--- config.mk ---
export PLATFORM = sky130hd
export DESIGN_NAME = mux_n1_scan
export DESIGN_NICKNAME = d
export VERILOG_FILES = /design/src/rtl/mux_n1_scan.sv
export SDC_FILE = /design/constraint.sdc
export NUM_CORES = 1
export LEC_CHECK = 0
export BUFFER_PORTS_ARGS = -buffer_cell sky130_fd_sc_hd__buf_4
export CAP_MARGIN = 20
export CELL_PAD_IN_SITES_DETAIL_PLACEMENT = 1
export CELL_PAD_IN_SITES_GLOBAL_PLACEMENT = 2
export CORE_UTILIZATION = 27
export CTS_CLUSTER_DIAMETER = 100
export DETAILED_ROUTE_END_ITERATION = 16
export PLACE_DENSITY = 0.85
export SLEW_MARGIN = 20
export SYNTH_ARGS = -nofsm -noshare
export SYNTH_HDL_FRONTEND = slang
export SYNTH_SLANG_ARGS = --single-unit
--- constraint.sdc ---
create_clock -name clk -period 2.4 [get_ports clk]
set_input_delay 0.36 -clock clk [delete_from_list [all_inputs] [get_ports clk]]
set_output_delay 0.36 -clock clk [all_outputs]
set_load 0.05 [all_outputs]
--- src/rtl/mux_n1_scan.sv ---
// N:1 registered multiplexer with a manual select and a round-robin channel
// sequencer that dwells a fixed number of cycles on each channel.
module mux_n1_scan #(
  parameter int WIDTH = 4,
  parameter int CH    = 4,
  parameter int DWELL = 4,
  parameter int SEL_W = 2
) (
  input  logic                  clk,
  input  logic                  rst,
  input  logic [CH*WIDTH-1:0]   din,
  input  logic [SEL_W-1:0]      sel,
  input  logic                  mode,
  input  logic                  hold,
  output logic [WIDTH-1:0]      y,
  output logic [SEL_W-1:0]      ch,
  output logic                  sw
);

  localparam int CNT_W = (DWELL > 1) ? $clog2(DWELL) : 1;
  localparam logic [CNT_W-1:0] CNT_LAST = CNT_W'(DWELL - 1);
  localparam logic [SEL_W-1:0] CH_LAST  = SEL_W'(CH - 1);

  typedef enum logic [1:0] {
    MANUAL = 2'd0,
    SCAN   = 2'd1,
    HOLD   = 2'd2
  } state_t;

  state_t             state_reg;
  state_t             state_next;
  logic [CNT_W-1:0]   cnt_reg;
  logic [CNT_W-1:0]   cnt_next;
  logic [SEL_W-1:0]   ch_next;
  logic [WIDTH-1:0]   y_next;
  logic [WIDTH-1:0]   chan [CH];

  // Split the packed input bus into one word per channel.
  generate
    for (genvar gi = 0; gi < CH; gi++) begin : g_chan
      assign chan[gi] = din[gi*WIDTH +: WIDTH];
    end
  endgenerate

  // Operating state follows the mode/hold inputs sampled at this edge.
  always_comb begin
    if (!mode) begin
      state_next = MANUAL;
    end else if (hold) begin
      state_next = HOLD;
    end else begin
      state_next = SCAN;
    end
  end

  // Next channel and dwell count. The edge that first enters SCAN from
  // MANUAL keeps the channel and starts the dwell count from zero, so the
  // first step lands DWELL edges later. Leaving to MANUAL acts immediately.
  always_comb begin
    ch_next  = ch;
    cnt_next = cnt_reg;
    case (state_next)
      MANUAL: begin
        cnt_next = '0;
        if (int'(sel) < CH) begin
          ch_next = sel;
        end
      end
      HOLD: begin
        // Channel and count frozen; scanning resumes where it left off.
        ch_next  = ch;
        cnt_next = cnt_reg;
      end
      default: begin
        if (state_reg == MANUAL) begin
          cnt_next = '0;
        end else if (cnt_reg == CNT_LAST) begin
          cnt_next = '0;
          // Explicit wrap so non-power-of-two channel counts work.
          ch_next  = (ch == CH_LAST) ? '0 : ch + 1'b1;
        end else begin
          cnt_next = cnt_reg + 1'b1;
        end
      end
    endcase
  end

  // Data mux driven by the channel that will be latched this edge.
  always_comb begin
    y_next = '0;
    for (int k = 0; k < CH; k++) begin
      if (ch_next == SEL_W'(k)) begin
        y_next = chan[k];
      end
    end
  end

  // State, counter and registered outputs.
  always_ff @(posedge clk or posedge rst) begin
    if (rst) begin
      state_reg <= MANUAL;
      cnt_reg   <= '0;
      ch        <= '0;
      y         <= '0;
      sw        <= 1'b0;
    end else begin
      state_reg <= state_next;
      cnt_reg   <= cnt_next;
      ch        <= ch_next;
      y         <= y_next;
      sw        <= (ch_next != ch);
    end
  end

endmodule

---- Yosys cells after proc, flatten, opt, wreduce, memory -nomap -nowiden ----
Cells that the tools add are included.
cells by class
  $add $sub $neg .......................... 2
  multiplexer cells ....................... 13
  eq/ne operators ......................... 7
  reductions and logical operators ........ 3
operators with widths
  cell                                                 number
  2-to-1 mux 4 bit                                     4
  2-to-1 mux 2 bit                                     7
  equality test 2 bit, second input constant           5
  one-hot mux 2 bit (2 select lines)                   2
  logical NOT 2 bit                                    3
  adder 2 x 1 -> 2 bit, second input constant          2
  equality test 2 x 1 -> 1 bit, second input constant  1
  != test 2 bit                                        1
storage, ports and cells
  output and inout bits ................... 7
  flip-flop bits (word level) ............. 11
  bits of input ports ..................... 22

---- Longest topological paths before layout ----
Gate-level depths: netlist (run 1).
  depth after elaboration ................. 10
  gate-level depth with buffers ........... 5
  mapped depth without buffers ............ 5

---- Worst setup path after synthesis (run 1) ----
OpenSTA, ideal clock, no wires.
  kind .................................... register to register
  start ................................... register ch[0]
  end ..................................... register y[0]
  library setup time ...................... 0.140 ns
  cell stages (with the launch flop) ...... 5
  clock period less this slack ............ 2.171 ns
  arrival ................................. 2.031 ns
  data required time ...................... 2.260 ns
  setup slack ............................. 0.229 ns
  cell sequence ........................... dfrtp_1 -> ha_1 -> and4b_4 -> a311oi_4 -> mux4_1
on the way
  cells in the longest elaborated chain, start to end .. 10
  elaborated cells between the ends (all ways) .. 14
  classes of those cells .................. 1 x add/sub; 4 x eq/ne; 8 x mux; 1 x reduce/logical
ends and longest elaborated chain
  item                                                         RTL line  RTL
  start, declared                                              16        output logic [SEL_W-1:0] ch,
  start signal, assigned                                       109       ch <= ch_next;
  adder 2 x 1 -> 2 bit or equality test 2 bit (tied branches)  80        ch_next = (ch == CH_LAST) ? '0 : ch + 1'b1;
  2-to-1 mux 2 bit *                                           80
  2-to-1 mux 2 bit *                                           77        end else if (cnt_reg == CNT_LAST) begin
  2-to-1 mux 2 bit *                                           75        if (state_reg == MANUAL) begin
  one-hot mux 2 bit (2 select lines) *                         62        case (state_next)
  via ch_next[1]                                               34        logic [SEL_W-1:0] ch_next;
  logical NOT 2 bit                                            92        if (ch_next == SEL_W'(k)) begin
  2-to-1 mux 4 bit (3 in a row)                                92
  2-to-1 mux 4 bit *                                           92
  via y_next[0]                                                35        logic [WIDTH-1:0] y_next;
  end signal, assigned                                         110       y <= y_next;
  end, declared                                                15        output logic [WIDTH-1:0] y,
The timed path passes the listed nets; every way through them passes the cells marked *.
A chain may end at the register's enable or synchronous reset.

---- Worst setup path after layout (run 1) ----
  start ................................... register cnt_reg[0]
  end ..................................... register y[2]
on the way
  cells in the longest elaborated chain, start to end .. 9
  elaborated cells between the ends (all ways) .. 12
  classes of those cells .................. 4 x eq/ne; 7 x mux; 1 x reduce/logical
ends and longest elaborated chain
  item                                  RTL line  RTL
  start, declared                       32        logic [CNT_W-1:0] cnt_reg;
  start signal, assigned                108       cnt_reg <= cnt_next;
  equality test 2 bit *                 77
  2-to-1 mux 2 bit *                    77
  2-to-1 mux 2 bit *                    75
  one-hot mux 2 bit (2 select lines) *  62
  via ch_next[1]                        34
  logical NOT 2 bit                     92
  2-to-1 mux 4 bit (3 in a row)         92
  2-to-1 mux 4 bit *                    92
  via y_next[2]                         35
Marked as above.

==> results of run 1 <==
## power by group
group,switching (mW),internal [mW]
clock,0.0532,0.0640
sequential,0.0106,0.203
combinational,0.0905,0.0692
## metal layers
layer | vias to the layer above | wire length, um
li1 | 229 | -
met1 | 245 | 544
met2 | 20 | 774
met3 | 0 | 104
met4 | 0 | 0
met5 | - | 0
## cells by family after synthesis
kind of cell | after synthesis | synth area share (%)
flip-flops | 11 | 45.3
buffers and inverters | 5 | 3.29
AO/OA/AOI/OAI | 8 | 15.0
multiplexers | 4 | 17.3
AND/OR/NAND/NOR | 12 | 15.0
adder cells (fa/ha/maj) | 2 | 4.11
## worst max-delay path by stage
stage               startpoint   end  slack [ns]  cells after the start
floorplan                ch[0]  y[0]        0.23                      4
global placement    cnt_reg[0]  y[0]        0.38                      5
detailed placement  cnt_reg[0]  y[2]        0.29                      5
CTS                 cnt_reg[0]  y[2]        0.26                      5
global route        cnt_reg[0]  y[2]        0.17                      5
finish              cnt_reg[0]  y[2]        0.26                      5
## cells in the mapped netlist (2+ instances only)
cell      n  share of area (%)
o21ai_0   2                1.6
ha_1      2                4.1
nor2_1    3                1.9
inv_1     4                2.5
dfrtp_1  11                 45
mux4_1    4                 17
a32o_1    2                3.3
nor2b_1   2                2.1
## layout make-up
| cell class | count | area [um2] | area share, % |
|---|---|---|---|
| Clock buffer | 4 | 26.3 | 3.01 |
| Inverter | 4 | 15.0 | 1.72 |
| Multi-Input combinational cell | 26 | 313 | 35.8 |
| Sequential cell | 11 | 275 | 31.5 |
| Tap cell | 27 | 33.8 | 3.87 |
| Timing Repair Buffer | 28 | 210 | 24.1 |
## stage by stage
stage | power, mW | hold WS, ns | instances
after CTS | 0.499 | 0.0973 | 100
after global placement | 0.374 | 0.364 | 96
final | 0.491 | 0.0861 | 100
after floorplan | 0.315 | 0.212 | 42
after global routing | 0.519 | 0.107 | 100
after detailed placement | 0.380 | 0.378 | 96
==> results.md, run 1 <==
* CTS clk-pin slew, worst paths at 0.07 ns
* PwrDens at 562 nW/um2
* Most frequent cells in the layout: 28 x buf_4, 11 x dfrtp_1, 4 x inv_1, 4 x mux4_1
* Final Max Slew Viols at 0
* Max-Cap Viols at 0
* Reg2reg start: cnt_reg[0]
* Wirelength per Cell at 14.2 um
* Core area at 2040 um2
* Gr busiest metal: met2
* Buffers & Inverters on Critical Path at 0
* Critical path peak fanout at 5
* VDD IR-drop max at 245 uV
* Area of the die at 2450 um2
* Setup Skew at 0.00540 ns
* Diode count at 0
* Share of cells above drive strength 1 at 52.1%
* Synth warn at 0
* GRT Util Overall at 12.9%
* First-pass GRT wire length at 2340 um
* Vias per cell at 4.94
* Lkg Pwr at 0.420 nW
* Worst skew pair latency at 0.26 ns
* Yosys reg bits at 11
* RSZ-0062 raised after global routing: no
* Post-synth EDFFs at 0
* Vias in the first global route at 551
* Type of origin of the critical path: flop
* Critical Path Max Stage Delay at 0.63 ns
* Num CTS Buffers at 3
* Placed cell area at 847 um2
* Initial antenna violation count at 0
* Final period utilization at 89.3%
* Routability Congestion at 0.722
* Min Clock Period, post-route at 2.14 ns
* Layout area overhead at 43.6%
* Final Cell Area at 873 um2
* R2R Path End: y[2]
* WP data required at 2.52 ns
* CTS Hold Bufs at 0
* Final routed DRC violation total at 0
* CP top delay family: multiplexers
* Final ANT Viol Nets at 0
* GR Util met1 at 13.3%
* Gr ovfl total at 0
* Pin count of the biggest net entering global routing at 12
* Mapped cell area at 608 um2
* Setup crit end kind: flop
* F_max at 467 MHz
* DP Worst Slack at 0.285 ns
* Top reg by flops: y
* Die Span X at 49.5 um
* Met3 usage at 4.01%
* Avg Cell Area, Syn at 14.5 um2
* CP Class: flop to flop
* CTS tree: done
* CTS root buf: clkbuf_4
* Hold/Removal Path Class: input port to async pin
* Main synth FF type: dfrtp_1
* Setup TNS at 0 ns
* DR vias at 494
* Setup Fix Bufs, Post-CTS at 0
* Sequence of cells on the critical path: ha_1 -> nor2b_1 -> nand2_2 -> a311oi_4 -> mux4_1
* H-tree levels at 1
* Max-slew headroom at 68.7%
* Die Span Y at 49.5 um
* Final wirelength at 1420 um
* Yosys cell types at 20
* Setup Viol. Count Final at 0
* R2R depth at 5
* Starting DRT DRC Count at 2
* IO Count at 29
* Reg-to-reg slack, setup at 0.26 ns
* Worst slew pin tran at 0.469 ns
* Initial DRT Pass Iterations at 3
* PortBufs at 28
* Syn Inst Count at 42
* Syn nets at 66
* Asr flop ratio synth at 100%
* CTS sink cnt at 11
* DP Wirelength at 1230 um
* Clock Tree Buf Depth at 2
* Arrival @ worst endpoint at 2.27 ns
* # nets final at 98
* Fillers at 239
* Final Hold Vio Count at 0
* Met2 Use GR at 24.4%
* Resized Gates After CTS at 0
* Final WS setup at 0.256 ns
* Max FFs per register at 4
* Initial Util at 29.8%
* CP max stage cell: mux4_1
* Core Util, Final at 42.8%
* Most common cell after layout, fill and taps aside: buf_4
* Cell Rows at 16
* Sequential area share after synthesis at 45.3%
* Status: finished, final reports clean
Power figures use the tool's default switching activity.
==> run 2: changes to the inputs <==
--- a/config.mk
+++ b/config.mk
@@ -5,14 +5,15 @@
 export SDC_FILE = /design/constraint.sdc
 export NUM_CORES = 1
 export LEC_CHECK = 0
+export ABC_AREA = 1
 export BUFFER_PORTS_ARGS = -buffer_cell sky130_fd_sc_hd__buf_4
 export CAP_MARGIN = 20
 export CELL_PAD_IN_SITES_DETAIL_PLACEMENT = 1
 export CELL_PAD_IN_SITES_GLOBAL_PLACEMENT = 2
-export CORE_UTILIZATION = 27
+export CORE_UTILIZATION = 25
 export CTS_CLUSTER_DIAMETER = 100
 export DETAILED_ROUTE_END_ITERATION = 16
-export PLACE_DENSITY = 0.85
+export PLACE_DENSITY = 0.87
 export SLEW_MARGIN = 20
 export SYNTH_ARGS = -nofsm -noshare
 export SYNTH_HDL_FRONTEND = slang
==> results.md, run 2 <==
* Yosys reg bits at 11
* Setup Viol. Count Final at 0
* Post-synth EDFFs at 0
* Dpl cells at 137
* Top post-synthesis cells by count: 16 x nand2_1, 12 x inv_1, 11 x dfrtp_1
* Max FFs per register at 4
* WP data required at 2.59 ns
* Mapped cell area at 673 um2
* Avg Cell Area, Syn at 8.31 um2
* Hold_ws at 0.0721 ns
* Most frequent cells in the layout: 28 x buf_4, 16 x nand2_1, 12 x inv_1
* Sequential area share after synthesis at 40.9%
* Main synth FF type: dfrtp_1
* Top reg by flops: y
* RSZ-0062 raised after global routing: no
* Type of origin of the critical path: flop
* PwrDens at 585 nW/um2
* H-tree levels at 1
* Reg2reg start: ch[0]
* Critical Path Max Stage Delay at 0.44 ns
* Synth Area in Simple Gates at 39.2%
* CTS sink cnt at 11
* Num CTS Buffers at 3
* IO Count at 29
* CP max stage cell: dfrtp_1
* Diode count at 0
* Worst slew pin tran at 0.413 ns
* Vias per cell at 4.53
* VDD IR-drop max at 257 uV
* Share of cells above drive strength 1 at 40.5%
* Critical path peak fanout at 11
* Met2 wire length at 792 um
* Setup Fix Bufs, Post-CTS at 0
* Cell Rows at 18
* Placed cell area at 895 um2
* Asr flop ratio synth at 100%
* Layout Cells excl Fill at 141
* Initial DRT Pass Iterations at 4
* Metal-1 WL at 780 um
* GRT Util Overall at 12.4%
* Sequence of cells on the critical path: ha_1 -> inv_1 -> nand3_2 -> nand3_4 -> nand2_4 -> nor2_1 -> nand2_1 -> nand4_1
* Pin count of the biggest net entering global routing at 12
* Wirelength per Cell at 11.7 um
* Synth warn at 0
* PortBufs at 28
* Hold/Removal Path Class: input port to async pin
* Most common cell after layout, fill and taps aside: buf_4
* Met3 wire length at 54 um
* Count leader, synth: nand2_1
* Lkg Pwr at 0.488 nW
* Initial antenna violation count at 0
* Worst skew pair latency at 0.27 ns
* Worst Setup SP: ch[0]
* Arrival @ worst endpoint at 1.86 ns
* Area leader, netlist: dfrtp_1
* CTS root buf: clkbuf_4
* DR vias at 639
* Initial Util at 26.9%
* Final Max Slew Viols at 0
* CP Class: flop to flop
* Post-synthesis adder-cell area fraction at 3.72%
* Syn Inst Count at 81
* Gr ovfl total at 0
* Vias in the first global route at 597
* Max-Cap Viols at 0
* Final Hold Vio Count at 0
* Max-slew headroom at 72.5%
* F_max at 598 MHz
* CTS Hold Bufs at 0
* DP Wirelength at 1340 um
* CTS clk-pin slew, worst paths at 0.07 ns
* Syn nets at 105
* Final Cell Area at 921 um2
* CP top delay family: simple AND/OR/NAND/NOR gates
* Top layer in use: met4
* Setup TNS at 0 ns
* # nets final at 136
* Final ANT Viol Nets at 0
* Area of the die at 2900 um2
* Compound-Gate Fraction of Synth Area at 3.90%
* Starting DRT DRC Count at 12
* Status: finished, final reports clean
* Xor and xnor area share after synthesis at 0%
* Top-area cell type share of the netlist area at 40.9%
* Final routed DRC violation total at 0
* Area of the multi-input gates at 315 um2
* Final wirelength at 1640 um
* Layout area overhead at 36.8%
* Mux contribution to synthesized area at 0%
* Core area at 2500 um2
* Clock Tree Buf Depth at 2
* Buffers & Inverters on Critical Path at 1
* Resized Gates After CTS at 0
* Die Span Y at 53.9 um
* Setup crit end kind: flop
* Area occupied by registers at 275 um2
* First-pass GRT wire length at 2550 um
* Fillers at 329
* Combinational family with the most area after synthesis: simple AND/OR/NAND/NOR gates
* Setup Skew at 0.00634 ns
* Min Clock Period, post-route at 1.67 ns
* Final period utilization at 69.6%
* Main area contributors after synthesis: dfrtp_1 41%, nand2_1 8.9%, nand4_1 8.4%
* Routability Congestion at 0.733
* Die Span X at 53.9 um
* Yosys cell types at 18
* CTS tree: done
-- run 2: cell families after synthesis --
kind of cell,count (synthesis)
flip-flops,11
AO/OA/AOI/OAI,3
AND/OR/NAND/NOR,48
buffers and inverters,17
adder cells (fa/ha/maj),2
-- run 2: per-layer routing --
layer / global-route usage, % / vias up
li1: - / 327
met1: 17.9 / 296
met2: 18.7 / 14
met3: 0.847 / 2
met4: 5.26 / 0
met5: 0 / -
-- run 2: power by group --
group	internal, mW	leakage (nW)	switching, mW
sequential	0.205	0.137	0.0104
clock	0.0644	0.0150	0.0635
combinational	0.0670	0.336	0.128
total	0.337	0.488	0.202
-- run 2: per-stage QoR --
stage / utilization [%] / total power, mW / setup slack, ns
2_1_floorplan: - / 0.350 / 0.699
3_3_place_gp: 35.8 / 0.414 / 0.780
3_5_place_dp: 35.8 / 0.416 / 0.765
4_1_cts: 36.8 / 0.542 / 0.737
5_1_grt: 36.8 / 0.568 / 0.577
6_report: 36.8 / 0.538 / 0.729
-- run 2: final cells by class --
type | count | area share [%]
repair buffers | 28 | 22.8
multi-input cells | 53 | 34.2
well taps | 30 | 4.08
flip-flops and latches | 11 | 29.9
inverters | 15 | 6.11
clock buffers | 4 | 2.85
-- run 2: worst register-to-register path, stage by stage, from the launching register on --
cell,delay [ns]
dfrtp_1,0.44
ha_1,0.31
inv_1,0.07
nand3_2,0.09
nand3_4,0.14
nand2_4,0.11
nor2_1,0.23
nand2_1,0.09
nand4_1,0.11
-- run 2: final timing paths --
path	depth (start not counted)	endpoint	slack, ns
worst max-delay path	8	y[0]	0.73
worst min-delay path	2	state_reg[1]	0.07
worst max register to register	8	y[0]	0.73
worst min register to register	1	cnt_reg[0]	0.52
max in group asynchronous	2	y[3]	2.03
min in group clk	3	y[1]	0.31
==> run 3: changes to the inputs <==
==> constraint.sdc (replaced) <==
create_clock -name clk -period 1.6 [get_ports clk]
set_input_delay 0.24 -clock clk [delete_from_list [all_inputs] [get_ports clk]]
set_output_delay 0.24 -clock clk [all_outputs]
set_load 0.05 [all_outputs]
==> results.md, run 3 (synthesis results as in run 2) <==
* Reg-to-reg slack, setup at 0.12 ns
* Initial Util at 26.9%
* Gr ovfl total at 0
* Setup TNS at 0 ns
* Core area at 2500 um2
* Lkg Pwr at 0.504 nW
* Clock power frac at 22.4%
* Reg2reg start: ch[0]
* # nets final at 140
* Arrival @ worst endpoint at 1.67 ns
* R2R depth at 9
* F_max at 677 MHz
* Final ANT Viol Nets at 0
* Most frequent cells in the layout: 31 x buf_4, 15 x nand2_1, 12 x inv_1
* H-tree levels at 1
* GRT Util Overall at 14.2%
* CTS root buf: clkbuf_4
* WP data required at 1.79 ns
* Hold path start: din[0]
* Diode count at 0
* Min Clock Period, post-route at 1.48 ns
* Final routed DRC violation total at 0
* Initial antenna violation count at 0
* VDD IR-drop max at 305 uV
* Most common cell after layout, fill and taps aside: buf_4
* Final Power at 0.817 mW
* Pin count of the biggest net entering global routing at 12
* Cell Rows at 18
* DR vias at 660
* Final wirelength at 1730 um
* Setup crit end kind: flop
* PwrDens at 837 nW/um2
* Final Max Slew Viols at 0
* Hold endpoint: y[0]
* Sw Ratio at 36.7%
* Die Span Y at 53.9 um
* CP Class: flop to flop
* Seq pwr share at 39.7%
* Critical path peak fanout at 6
* Max-Cap Viols at 0
* Starting DRT DRC Count at 7
* PortBufs at 28
* Status: finished, final reports clean
* Vias per cell at 4.55
* RSZ-0062 raised after global routing: no
* Max FFs per register at 4
* Hold/Removal Path Class: input port to flop
* Layout area overhead at 45.0%
* Fillers at 317
* Setup Skew at 0.00327 ns
* Internal power at 0.518 mW
* Num CTS Buffers at 3
* CTS tree: done
* First-pass GRT wire length at 2900 um
* Min-Delay Path Depth at 3
* Initial DRT Pass Iterations at 4
* Net switching power at 0.300 mW
* Worst slew pin tran at 0.399 ns
* Area of the die at 2900 um2
* Worst skew pair latency at 0.26 ns
* Combinational share of power at 37.9%
* IO Count at 29
* Setup Viol. Count Final at 0
* Final Hold Vio Count at 0
* R2R Path End: y[3]
* Max-slew headroom at 73.4%
* CTS clk-pin slew, worst paths at 0.06 ns
* Clock Tree Buf Depth at 2
* Type of origin of the critical path: flop
* Die Span X at 53.9 um
* Top reg by flops: y
* CTS sink cnt at 11
* Final period utilization at 92.3%
* Share of cells above drive strength 1 at 46.1%
* DP Wirelength at 1450 um
* Routability Congestion at 0.764
* Wirelength per Cell at 12.0 um
* Vias in the first global route at 657
run 3: worst max-delay path by stage:
stage | from | end | slack [ns] | cells past startpoint
after global routing | ch[0] | y[3] | 0.005 | 8
final | ch[0] | y[3] | 0.12 | 9
after global placement | ch[0] | y[1] | 0.09 | 8
after CTS | cnt_reg[0] | y[3] | 0.05 | 8
after floorplan | ch[0] | y[0] | 0.04 | 8
after detailed placement | ch[0] | y[1] | 0.02 | 8
run 3: repair_timing:
| action | in CTS | in global routing |
|---|---|---|
| endpoints found under the hold margin | 11 | 0 |
| setup buffers | 0 | 0 |
| gates resized for setup | 1 | 4 |
| endpoints found under the setup margin | 4 | 4 |
| hold buffers | 1 | 0 |
| cloned | 0 | 0 |
run 3: power groups by stage:
stage	clock (mW)	combinational [mW]	sequential [mW]
3_3_place_gp	0	0.301	0.329
3_5_place_dp	0	0.304	0.330
4_1_cts	0.192	0.308	0.325
2_1_floorplan	0	0.106	0.420
6_report	0.183	0.310	0.324
5_1_grt	0.198	0.337	0.328
run 3: final cells by class:
| type | instances | area, um2 | area share (%) |
|---|---|---|---|
| multi-input cells | 53 | 335 | 34.4 |
| flip-flops and latches | 11 | 278 | 28.5 |
| well taps | 30 | 37.5 | 3.85 |
| inverters | 15 | 56.3 | 5.77 |
| clock buffers | 4 | 26.3 | 2.69 |
| repair buffers | 32 | 243 | 24.9 |
run 3: worst max-delay path, cell delays in order (launching register included):
cell and delay, ns:
dfrtp_2 0.44, ha_1 0.21, inv_1 0.05, nand2_1 0.05, nor2_1 0.11, nand2_2 0.09
nand3_4 0.12, buf_4 0.15, nand3_1 0.08, nand4_1 0.11
run 3: metal layers:
| metal | GRT usage [%] | routed length (um) | part of all wire (%) |
|---|---|---|---|
| met1 | 18.3 | 805 | 46 |
| met2 | 23.3 | 858 | 49 |
| met3 | 0.847 | 50 | 2.9 |
| met4 | 7.89 | 19 | 1.1 |
| met5 | 0 | 0 | 0 |
run 3: stage by stage:
stage	util, %	setup WS [ns]	instance area, um2	cells	hold WS (ns)
finish	39.0	0.123	976	145	0.198
CTS	38.3	0.0493	958	145	0.190
global route	39.0	0.00532	976	145	0.204
detailed placement	36.8	0.0175	920	140	0.258
global placement	36.8	0.0914	920	140	0.251
floorplan	-	0.0436	676	81	0.0923
